## src/rtl/ps2_pkg.sv

```systemverilog
// Shared PS/2 receive definitions: FSM encodings, frame constants, scan codes.
package ps2_pkg;

    typedef enum logic [3:0] {
        ST_IDLE   = 4'b0001,
        ST_DATA   = 4'b0010,
        ST_PARITY = 4'b0100,
        ST_STOP   = 4'b1000
    } ps2_state_e;

    localparam logic START_BIT = 1'b0;
    localparam logic STOP_BIT  = 1'b1;

    localparam logic [7:0] PS2_BREAK_CODE = 8'hF0;
    localparam logic [7:0] PS2_SHIFT_CODE = 8'h12;
    localparam logic [7:0] PS2_CTRL_CODE  = 8'h14;

    function automatic logic odd_parity_ok(input logic [7:0] d, input logic p);
        return ^{d, p};
    endfunction

endpackage

```

## src/rtl/ps2_receiver_if.sv

```systemverilog
// PS/2 receiver bundle: raw pins, byte stream to the decoder, status flags.
interface ps2_receiver_if;
    import ps2_pkg::*;

    logic       ps2_clk;
    logic       ps2_data;
    logic       rx_ready;
    logic       ovf_clr;
    logic [7:0] rx_data;
    logic       rx_valid;
    logic       parity_err;
    logic       frame_err;
    logic       overflow;
    logic       fifo_empty;

    modport master (
        input  ps2_clk, ps2_data, rx_ready, ovf_clr,
        output rx_data, rx_valid, parity_err, frame_err, overflow, fifo_empty
    );

    modport slave (
        output ps2_clk, ps2_data, rx_ready, ovf_clr,
        input  rx_data, rx_valid, parity_err, frame_err, overflow, fifo_empty
    );

endinterface

```

## src/rtl/ps2_rx_fifo.sv

```systemverilog
// Byte FIFO with wrap-bit pointers; a push while full is accepted only alongside a pop.
module ps2_rx_fifo
    import ps2_pkg::*;
#(
    parameter int FIFO_DEPTH = 8
) (
    input  logic       clk,
    input  logic       rst,
    input  logic       push,
    input  logic [7:0] din,
    output logic       full,
    input  logic       pop,
    output logic [7:0] dout,
    output logic       empty
);

    localparam int AW = $clog2(FIFO_DEPTH);
    localparam logic [AW:0] PTR_ONE = (AW+1)'(1);

    logic [AW:0] r_wptr;
    logic [AW:0] r_rptr;
    logic [7:0]  r_mem [FIFO_DEPTH];
    logic        w_we;
    logic        w_re;

    assign empty = (r_wptr == r_rptr);
    assign full  = (r_wptr[AW] != r_rptr[AW]) &&
                   (r_wptr[AW-1:0] == r_rptr[AW-1:0]);
    assign w_re  = pop & ~empty;
    assign w_we  = push & (~full | w_re);
    assign dout  = r_mem[r_rptr[AW-1:0]];

    always_ff @(posedge clk or negedge rst) begin
        if (!rst) begin
            r_wptr <= '0;
            r_rptr <= '0;
        end else begin
            if (w_we) r_wptr <= r_wptr + PTR_ONE;
            if (w_re) r_rptr <= r_rptr + PTR_ONE;
        end
    end

    always_ff @(posedge clk) begin
        if (w_we) r_mem[r_wptr[AW-1:0]] <= din;
    end

endmodule

```

## src/rtl/ps2_receiver.sv

```systemverilog
// PS/2 frame deserializer feeding a byte FIFO toward the keyboard decoder.
// Optional PS2_RX_GLITCH_FILTER_EN adds a 4-sample stability filter on ps2_clk.
module ps2_receiver
    import ps2_pkg::*;
#(
    parameter int FIFO_DEPTH     = 8,
    parameter int TIMEOUT_CYCLES = 50000
) (
    input  logic clk,
    input  logic rst,
    ps2_receiver_if.master bus
);

    localparam int WW = $clog2(TIMEOUT_CYCLES);
    localparam logic [WW-1:0] WD_LAST = WW'(TIMEOUT_CYCLES - 1);

    logic r_clk_s1, r_clk_s2, r_dat_s1, r_dat_s2, r_clk_prev;
    logic w_clk_lvl, w_fall, w_bit;

    always_ff @(posedge clk or negedge rst) begin
        if (!rst) begin
            r_clk_s1   <= 1'b1;
            r_clk_s2   <= 1'b1;
            r_dat_s1   <= 1'b1;
            r_dat_s2   <= 1'b1;
            r_clk_prev <= 1'b1;
        end else begin
            r_clk_s1   <= bus.ps2_clk;
            r_clk_s2   <= r_clk_s1;
            r_dat_s1   <= bus.ps2_data;
            r_dat_s2   <= r_dat_s1;
            r_clk_prev <= w_clk_lvl;
        end
    end

`ifdef PS2_RX_GLITCH_FILTER_EN
    logic       r_clk_filt;
    logic [1:0] r_flt_cnt;

    always_ff @(posedge clk or negedge rst) begin
        if (!rst) begin
            r_clk_filt <= 1'b1;
            r_flt_cnt  <= '0;
        end else if (r_clk_s2 == r_clk_filt) begin
            r_flt_cnt <= '0;
        end else if (r_flt_cnt == 2'd3) begin
            r_clk_filt <= r_clk_s2;
            r_flt_cnt  <= '0;
        end else begin
            r_flt_cnt <= r_flt_cnt + 2'd1;
        end
    end

    assign w_clk_lvl = r_clk_filt;
`else
    assign w_clk_lvl = r_clk_s2;
`endif

    assign w_fall = r_clk_prev & ~w_clk_lvl;
    assign w_bit  = r_dat_s2;

    ps2_state_e    r_state, w_state_n;
    logic [2:0]    r_cnt;
    logic [7:0]    r_shift;
    logic          r_par;
    logic [WW-1:0] r_wdog;
    logic          w_timeout, w_push, w_perr, w_ferr;

    assign w_timeout = (r_state != ST_IDLE) && !w_fall && (r_wdog == WD_LAST);

    always_comb begin
        w_state_n = r_state;
        w_push    = 1'b0;
        w_perr    = 1'b0;
        w_ferr    = 1'b0;
        if (w_timeout) begin
            w_state_n = ST_IDLE;
            w_ferr    = 1'b1;
        end else if (w_fall) begin
            unique case (r_state)
                ST_IDLE:   if (w_bit == START_BIT) w_state_n = ST_DATA;
                ST_DATA:   if (r_cnt == 3'd7) w_state_n = ST_PARITY;
                ST_PARITY: w_state_n = ST_STOP;
                ST_STOP: begin
                    w_state_n = ST_IDLE;
                    if (w_bit != STOP_BIT)                w_ferr = 1'b1;
                    else if (odd_parity_ok(r_shift, r_par)) w_push = 1'b1;
                    else                                  w_perr = 1'b1;
                end
                default:   w_state_n = ST_IDLE;
            endcase
        end
    end

    logic r_perr, r_ferr, r_ovf, r_valid;
    logic [7:0] r_rx_data;
    logic w_full, w_empty, w_pop, w_drop;
    logic [7:0] w_dout;

    assign w_pop  = ~w_empty & bus.rx_ready;
    assign w_drop = w_push & w_full & ~w_pop;

    always_ff @(posedge clk or negedge rst) begin
        if (!rst) begin
            r_state   <= ST_IDLE;
            r_cnt     <= '0;
            r_shift   <= '0;
            r_par     <= 1'b0;
            r_wdog    <= '0;
            r_perr    <= 1'b0;
            r_ferr    <= 1'b0;
            r_ovf     <= 1'b0;
            r_valid   <= 1'b0;
            r_rx_data <= '0;
        end else begin
            r_state <= w_state_n;
            if (w_fall && r_state == ST_IDLE) r_cnt <= '0;
            if (w_fall && r_state == ST_DATA) begin
                r_shift <= {w_bit, r_shift[7:1]};
                r_cnt   <= r_cnt + 3'd1;
            end
            if (w_fall && r_state == ST_PARITY) r_par <= w_bit;
            // Watchdog only runs while a frame is in flight
            if (w_fall || w_timeout || r_state == ST_IDLE) r_wdog <= '0;
            else                                         r_wdog <= r_wdog + WW'(1);
            r_perr  <= w_perr;
            r_ferr  <= w_ferr;
            if (w_drop)           r_ovf <= 1'b1;
            else if (bus.ovf_clr) r_ovf <= 1'b0;
            r_valid <= w_pop;
            if (w_pop) r_rx_data <= w_dout;
        end
    end

    ps2_rx_fifo #(.FIFO_DEPTH(FIFO_DEPTH)) u_fifo (
        .clk   (clk),
        .rst   (rst),
        .push  (w_push),
        .din   (r_shift),
        .full  (w_full),
        .pop   (w_pop),
        .dout  (w_dout),
        .empty (w_empty)
    );

    assign bus.rx_data    = r_rx_data;
    assign bus.rx_valid   = r_valid;
    assign bus.parity_err = r_perr;
    assign bus.frame_err  = r_ferr;
    assign bus.overflow   = r_ovf;
    assign bus.fifo_empty = w_empty;

endmodule

```

## src/flat_wrapper.sv

```systemverilog
// flat-port wrapper written by rule: the top's interface ports become plain ports
module ps2_receiver_flat import ps2_pkg::*;
#(
    parameter int FIFO_DEPTH     = 8,
    parameter int TIMEOUT_CYCLES = 50000
)
  (clk, rst, bus_ps2_clk, bus_ps2_data, bus_rx_ready, bus_ovf_clr, bus_rx_data, bus_rx_valid, bus_parity_err, bus_frame_err, bus_overflow, bus_fifo_empty);
  ps2_receiver_if bus_i ();
  input  logic clk;
  input  logic rst;
  input wire logic [$bits(bus_i.ps2_clk)-1:0] bus_ps2_clk;
  input wire logic [$bits(bus_i.ps2_data)-1:0] bus_ps2_data;
  input wire logic [$bits(bus_i.rx_ready)-1:0] bus_rx_ready;
  input wire logic [$bits(bus_i.ovf_clr)-1:0] bus_ovf_clr;
  output wire logic [$bits(bus_i.rx_data)-1:0] bus_rx_data;
  output wire logic [$bits(bus_i.rx_valid)-1:0] bus_rx_valid;
  output wire logic [$bits(bus_i.parity_err)-1:0] bus_parity_err;
  output wire logic [$bits(bus_i.frame_err)-1:0] bus_frame_err;
  output wire logic [$bits(bus_i.overflow)-1:0] bus_overflow;
  output wire logic [$bits(bus_i.fifo_empty)-1:0] bus_fifo_empty;
  assign bus_i.ps2_clk = bus_ps2_clk;
  assign bus_i.ps2_data = bus_ps2_data;
  assign bus_i.rx_ready = bus_rx_ready;
  assign bus_i.ovf_clr = bus_ovf_clr;
  assign bus_rx_data = bus_i.rx_data;
  assign bus_rx_valid = bus_i.rx_valid;
  assign bus_parity_err = bus_i.parity_err;
  assign bus_frame_err = bus_i.frame_err;
  assign bus_overflow = bus_i.overflow;
  assign bus_fifo_empty = bus_i.fifo_empty;
  ps2_receiver #(.FIFO_DEPTH(FIFO_DEPTH), .TIMEOUT_CYCLES(TIMEOUT_CYCLES)) u_core (.clk(clk), .rst(rst), .bus(bus_i));
endmodule
```

## config.mk

```make
export PLATFORM = sky130hd
export DESIGN_NAME = ps2_receiver_flat
export DESIGN_NICKNAME = d
export VERILOG_FILES = /design/src/rtl/ps2_pkg.sv /design/src/rtl/ps2_receiver_if.sv /design/src/rtl/ps2_rx_fifo.sv /design/src/rtl/ps2_receiver.sv /design/src/flat_wrapper.sv
export SDC_FILE = /design/constraint.sdc
export NUM_CORES = 1
export LEC_CHECK = 0
export CORE_ASPECT_RATIO = 1.2
export CORE_MARGIN = 3
export CORE_UTILIZATION = 55
export CTS_CLUSTER_SIZE = 8
export DETAILED_ROUTE_END_ITERATION = 12
export GPL_TIMING_DRIVEN = 0
export PLACE_DENSITY = 0.73
export SLEW_MARGIN = 20
export SYNTH_ARGS = -nofsm -noshare
export SYNTH_HDL_FRONTEND = slang
export SYNTH_HIERARCHICAL = 1
export SYNTH_SLANG_ARGS = --single-unit
```

## constraint.sdc

```tcl
create_clock -name clk -period 4.4 [get_ports clk]
set_input_delay 0.88 -clock clk [delete_from_list [all_inputs] [get_ports clk]]
set_output_delay 0.88 -clock clk [all_outputs]
set_load 0.02 [all_outputs]
```

# After elaboration in Yosys (flattened, before gate mapping)
# Memories as Yosys holds them, arrays and structs flattened. A register that Yosys moved wholly into a read port is not among the register bits.
# Cells that the tools add are included.
# totals
register_bits	49
latchBits	0
mem_bits_rw	64
romBits	0
in_bits	6
out_inout_bits	13
word_cells	85
memories	1
# memory_table
name	words	width	rd	rd_ports_with_merged_regs	wr	line_no	source
u_core.u_fifo.r_mem	8	8	1	1	1	ps2_rx_fifo.sv:22	logic [7:0] r_mem [FIFO_DEPTH];
# classes
n_addsub	4
mul	0
n_div	0
order_cmp	0
n_eq_ne	12
shift	0
muxes	26
bitwise	11
reduce_logical	15
# ops
operator	n
$mux 1	18
$add 16x1->16 const B	1
$eq 16x16->1 const B	1
$mux 16	1
$mux 4	4
$pmux 4 s3	1
$reduce_xor 9->1	1
$add 4x1->4 const B	2
$and 1x1->1	6
$logic_and 1x1->1	6
$mux 3	2
$reduce_bool 2->1	3
$eq 4x1->1 const B	1
$eq 4x2->1 const B	1
$eq 4x3->1 const B	1
$eq 4x4->1	1
$eq 4x4->1 const B	1
$ne 4x1->1 const B	1
$not 1->1	4
$add 3x1->3 const B	1
$eq 3x3->1	1
$eq 3x3->1 const B	1
$ne 3x1->1 const B	1
$ne 3x3->1 const B	1
other kinds (5)	7

# Logic depth before layout (Yosys ltp)
# logic_depth
depth_word	9
ltp_mapped	12

# Cells and area by module
# Netlist, hierarchy kept.
# modules_own_cells
module	instances	cells_each	area_each_um2	seq_area_each_um2
ps2_rx_fifo	1	150	2977.9	2122.0
ps2_receiver	1	186	2217.1	1233.7

# Worst setup path after synthesis
# OpenSTA, ideal clock, no wires.
# synth_path
path_kind	reg2reg
from	register u_core.u_fifo.r_wptr[0]
to	memory u_core.u_fifo.r_mem[5][0] (enable)
arrival_time_ns	2.810
required_ns	4.002
path_slack_ns	1.192
stages_incl_launch_ff	11
period_less_slack_ns	3.208
path_cell_list	dfrtp_1 > buf_2 > xnor2_2 > nand3_2 > buf_6 > nor2_1 > nor2b_1 > clkbuf_1 > clkbuf_1 > nor3_1 > nor4b_1
# synth_between
elab_chain_len	8
# synth_rtl
item	line_no	source
start, declared	ps2_rx_fifo.sv:20	logic [AW:0] r_wptr;
start signal, assigned	ps2_rx_fifo.sv:38	if (w_we) r_wptr <= r_wptr + PTR_ONE;
$eq 4x4->1	ps2_rx_fifo.sv:26	assign empty = (r_wptr == r_rptr);
named net bus_fifo_empty	flat_wrapper.sv:20	output wire logic [$bits(bus_i.fifo_empty)-1:0] bus_fifo_empty;
$not 1->1	ps2_receiver.sv:100	assign w_pop = ~w_empty & bus.rx_ready;
$and 1x1->1	ps2_receiver.sv:100	
named net u_core.w_pop	ps2_receiver.sv:97	logic w_full, w_empty, w_pop, w_drop;
$and 1x1->1	ps2_rx_fifo.sv:29	assign w_re = pop & ~empty;
$or 1x1->1	ps2_rx_fifo.sv:30	assign w_we = push & (~full | w_re);
$and 1x1->1	ps2_rx_fifo.sv:30	
$mux 1	ps2_rx_fifo.sv:44	if (w_we) r_mem[r_wptr[AW-1:0]] <= din;
$mux 1 (implied by the code)	ps2_rx_fifo.sv:44	
end, declared	ps2_rx_fifo.sv:22	
# The timed path passes the listed nets, and every way through them passes these cells.

# Worst setup path in the final report
# layout_path
from	register u_core.u_fifo.r_wptr[0]
to	memory u_core.u_fifo.r_mem[3][2] (enable)
# layout_between
elab_chain_len	8
# layout_rtl
item	line_no
$eq 4x4->1	ps2_rx_fifo.sv:26
$not 1->1	ps2_receiver.sv:100
$and 1x1->1	ps2_receiver.sv:100
named net u_core.w_pop	ps2_receiver.sv:97
$and 1x1->1	ps2_rx_fifo.sv:29
$or 1x1->1	ps2_rx_fifo.sv:30
$and 1x1->1	ps2_rx_fifo.sv:30
$mux 1	ps2_rx_fifo.sv:44
$mux 1 (implied by the code)	ps2_rx_fifo.sv:44
# The timed path passes the listed nets, and every way through them passes these cells.

==> summary by stage <==
Power
The power density of the placed cells is 625 nW/um^2. The switching share of power is 26.3%. The combinational share of power is 23.7%. In this run, flip-flops and latches consume 36.9% of the power.

The worst voltage drop across the vdd grid is 0.387 mV. The switching power total is 1.03 mW. The clock network power share is 39.4%. The cell internal power dissipation is 2.89 mW.

For this design the static power due to leakage is 2.39 nW.

Synth
The number of distinct library cell variants in the gate-level netlist after synthesis is 56. The part of the Yosys area used for sequential elements is 64.6%. The flip-flop and latch count after synthesis is 121.

After synthesis the cells add up to 5190 sq um. When the netlist entered floorplanning its net count stood at 347. The synthesized design contains 64 enable-type register cells.

The cell count after synthesis is 336. Averaged over all synthesized cells, the footprint is 15.5 sq um. Of all flip-flops after synthesis, the portion carrying an async set or reset was 47.1%.

The flip-flop cell with the highest count after synthesis is edfxtp_1. The Yosys step of the flow raised 6 warnings.

Floorplanning
The number of top-level pins is 19. In this run the core area contains 38 standard-cell rows. The chip width is 94.7 um. The starting density of the core is 56.9%. The die span in y is 112 um.

The die area is 10700 sq um. The core region is 9130 sq um.

Worst setup path
The flop-to-flop setup slack is 1.16 ns. The critical path data arrival time is 3.38 ns. The cell with the largest stage delay on the worst path is nor2_1.

The maximum fanout along the worst path is 11. The critical path contains buffers and inverters numbering 4 combined. The critical path goes through buf_2, xnor2_2, nand3_2, buf_6, nor2_1, nor2b_1, clkbuf_1, clkbuf_1, o31ai_1, nor2_1. Counting cells, the worst reg-to-reg path comes to 10. The type of element launching the critical path is a register. The worst setup path is captured at a register. The worst register-to-register path ends at u_core/u_fifo/r_mem[3][2]. The startpoint-to-endpoint class of the critical path is reg2reg. For the worst setup path, the data required time is 4.54 ns. The worst register-to-register path begins at u_core/u_fifo/r_wptr[0]. In this design, the stage delay of the slowest critical-path cell is 0.65 ns. In this design, the largest share of critical-path delay is due to buffers and inverters.

Layout
The post-route cell area is 6260 sq um. For this run, the post-layout net count is 388. Summing all multi-input logic gate instances after layout gives 1760 sq um. Leaving out filler cells and counting taps, the final layout contains 510. The combined flip-flop and latch cell area is 3360 sq um. The number of antenna repair diodes is 0.

The fill cell instance count of the final layout is 635. The signed area change from the synthesized netlist to the final layout is 20.5%. Cells with a size suffix above 1 make up 26.9% of the layout.

CTS
For this design, the CTS-stage hold fixing added 0 buffers. Clock-pin slew was measured on the worst setup and hold paths at 0.06 ns. The library cell used as clock root buffer is clkbuf_8.

The clock net in this run drives a total of 121 sinks. In this run, post-CTS repair resized a total of 0 instances. The buffers inserted during post-CTS setup optimization is 0.

TritonCTS built the clock tree. The H-tree depth is 4. The total clock buffers created by CTS is 17. The clock reaches the later pin of the worst-skew pair after 0.52 ns. The largest buffer count on any clock path is 2.

Timing
Across all setup checks in the final design, the least slack found is 1.16 ns. For this run, the top clock speed supported by timing is 309 MHz. The post-route fraction of the period consumed by the critical path is 73.6%. The post-route setup TNS is 0 ns.

Final hold analysis gives a worst-case slack of 0.261 ns. The final number of max-transition violations is 0. Clock skew on the completed layout was measured at 0.0108 ns. For the finished layout, the period the worst path requires is 3.24 ns.

Setup repair after global routing left no endpoint under its margin. The setup violation total in the final timing report is 0. The headroom to the max-slew limit is 46.3%. The count of final hold-check violations was 0.

The worst-margin pin slew is 0.802 ns.

Route
Dividing the detail-routed wire length by the instance count gives 17.5 um. The remaining number of nets flagged by the antenna check after routing is 0. In the routed design, unresolved DRC markers number 0. The final layout contains routed wiring with a total length of 8920 um. Summing over every cut layer, the via total after detailed routing is 2874.

The first detailed-routing pass ran for 4 iterations. The post-detailed-route via-to-cell ratio is 5.64. The DRC violation total after the first TritonRoute iteration is 141.

Global route
The met3 usage is 5.83%. The wire length of the first global-routing pass is 15000 um. The via count of the first global-routing pass came to 2965. Across every metal layer, demand over resource in global routing totals 19.0%. After global routing, the most crowded layer is met2. The pin count of the biggest net entering global routing is 34. In the global route stage, met2 resource usage came out at 30.9%. The initial antenna violation count is 0. The remaining global-route overflow is 0. The met1 capacity usage during global routing is 23.7%.

Run
Max-cap violations in this run came to 0.

Placed design
The placement-stage worst setup slack is 0.804 ns. The placed instances occupy a cell area of 5590 sq um. Routability-driven placement finished with a final weighted congestion of 0.855. Port buffering added 18 buffers. The HPWL after detailed placement is 6000 um. After detailed placement, the design holds a cell count of 478.

Run status
The flow ran to the end, and the final reports show no timing, DRC or antenna violations.

Worst hold path
The type of the tightest min-delay check is in2async.
[sequential cells by signal (all words and copies together) (netlist names), 3 cells and up]
name                  cells
u_core/u_fifo/r_mem      64
u_core/r_wdog            16
u_core/bus.rx_data        8
u_core/r_shift            8
u_core/r_state            4
u_core/u_fifo/r_rptr      4
u_core/u_fifo/r_wptr      4
u_core/r_cnt              3
[stage by stage]
stage | util [%] | total power [mW]
6_report | 68.6 | 3.91
5_1_grt | 68.6 | 4.12
4_1_cts | 68.6 | 3.96
3_5_place_dp | 61.3 | 2.40
3_3_place_gp | 60.5 | 2.37
2_1_floorplan | - | 2.13
[power groups by stage]
stage / logic, mW / clock network (mW) / registers, mW
floorplan: 0.649 / 0 / 1.48
finish: 0.927 / 1.54 / 1.44
global placement: 0.912 / 0 / 1.45
detailed placement: 0.932 / 0 / 1.46
global route: 1.02 / 1.63 / 1.46
CTS: 0.941 / 1.57 / 1.44
[routing by layer]
| metal | vias up | wire [um] |
|---|---|---|
| li1 | 1367 | - |
| met1 | 1432 | 3820 |
| met2 | 61 | 4650 |
| met3 | 14 | 270 |
| met4 | 0 | 174 |
| met5 | - | 0 |
[area by class of cell]
cell class	instances	share of cell area (%)
Buffer	15	1.58
Sequential cell	121	53.6
Clock buffer	21	7.18
Inverter	5	0.300
Clock inverter	11	3.48
Multi-Input combinational cell	195	28.0
Timing Repair Buffer	22	3.40
Tap cell	120	2.40
[synthesized netlist by cell type (all sizes together), types with 5 or more instances]
library cell / instances / share of area, %
edfxtp: 64 / 37
dfrtp: 51 / 25
mux2: 26 / 5.6
nor2: 22 / 1.6
mux4: 16 / 7.3
xnor2: 13 / 2.5
nand2: 12 / 0.87
o21ai: 12 / 1.2
xor2: 12 / 2.0
buf: 10 / 1.5
nand3: 9 / 0.96
nand4: 8 / 0.96
dfstp: 6 / 3.0
a21oi: 5 / 0.48
clkbuf: 5 / 0.36
ha: 5 / 1.2
inv: 5 / 0.36
nor2b: 5 / 0.60
[worst max path at each step]
stage                     slack [ns]                         to                     from  cells past startpoint
after floorplan                 1.19  u_core/u_fifo/r_mem[5][0]  u_core/u_fifo/r_wptr[0]                     10
after global placement         -0.06  u_core/u_fifo/r_mem[5][5]             bus_rx_ready                      6
after detailed placement        0.80  u_core/u_fifo/r_mem[5][6]             bus_rx_ready                      7
after CTS                       1.12  u_core/u_fifo/r_mem[5][1]  u_core/u_fifo/r_wptr[0]                     11
after global routing            0.91  u_core/u_fifo/r_mem[0][5]  u_core/u_fifo/r_wptr[0]                     11
final                           1.16  u_core/u_fifo/r_mem[3][2]  u_core/u_fifo/r_wptr[0]                     10
[cell usage in the layout, fill, tap and decap left out, drive strengths merged, types with 6 or more instances in the layout]
cell type,n
xor2,12
buf,15
nand4,8
xnor2,13
mux2,26
clkbuf,26
nand2,12
clkdlybuf4s50,17
edfxtp,64
dfrtp,51
nand3,9
dfstp,6
bufinv,6
nor2,22
o21ai,12
mux4,16
[cell families (layout without fill, tap and decap cells)]
logic type	after synthesis	in the layout	share of synthesized area [%]
flip-flops	121	121	64.6
AND/OR/NAND/NOR	87	87	9.71
multiplexers	42	42	12.9
AO/OA/AOI/OAI	35	35	4.36
XOR/XNOR	26	26	4.94
buffers and inverters	20	74	2.26
adder cells (fa/ha/maj)	5	5	1.20
[worst reg2reg max path, cell delays in order (launching register included)]
cell and delay (ns):
dfrtp_1 0.38, buf_2 0.20, xnor2_2 0.16, nand3_2 0.10, buf_6 0.14, nor2_1 0.06
nor2b_1 0.12, clkbuf_1 0.50, clkbuf_1 0.34, o31ai_1 0.22, nor2_1 0.66
(Power assumes the default switching activity.)
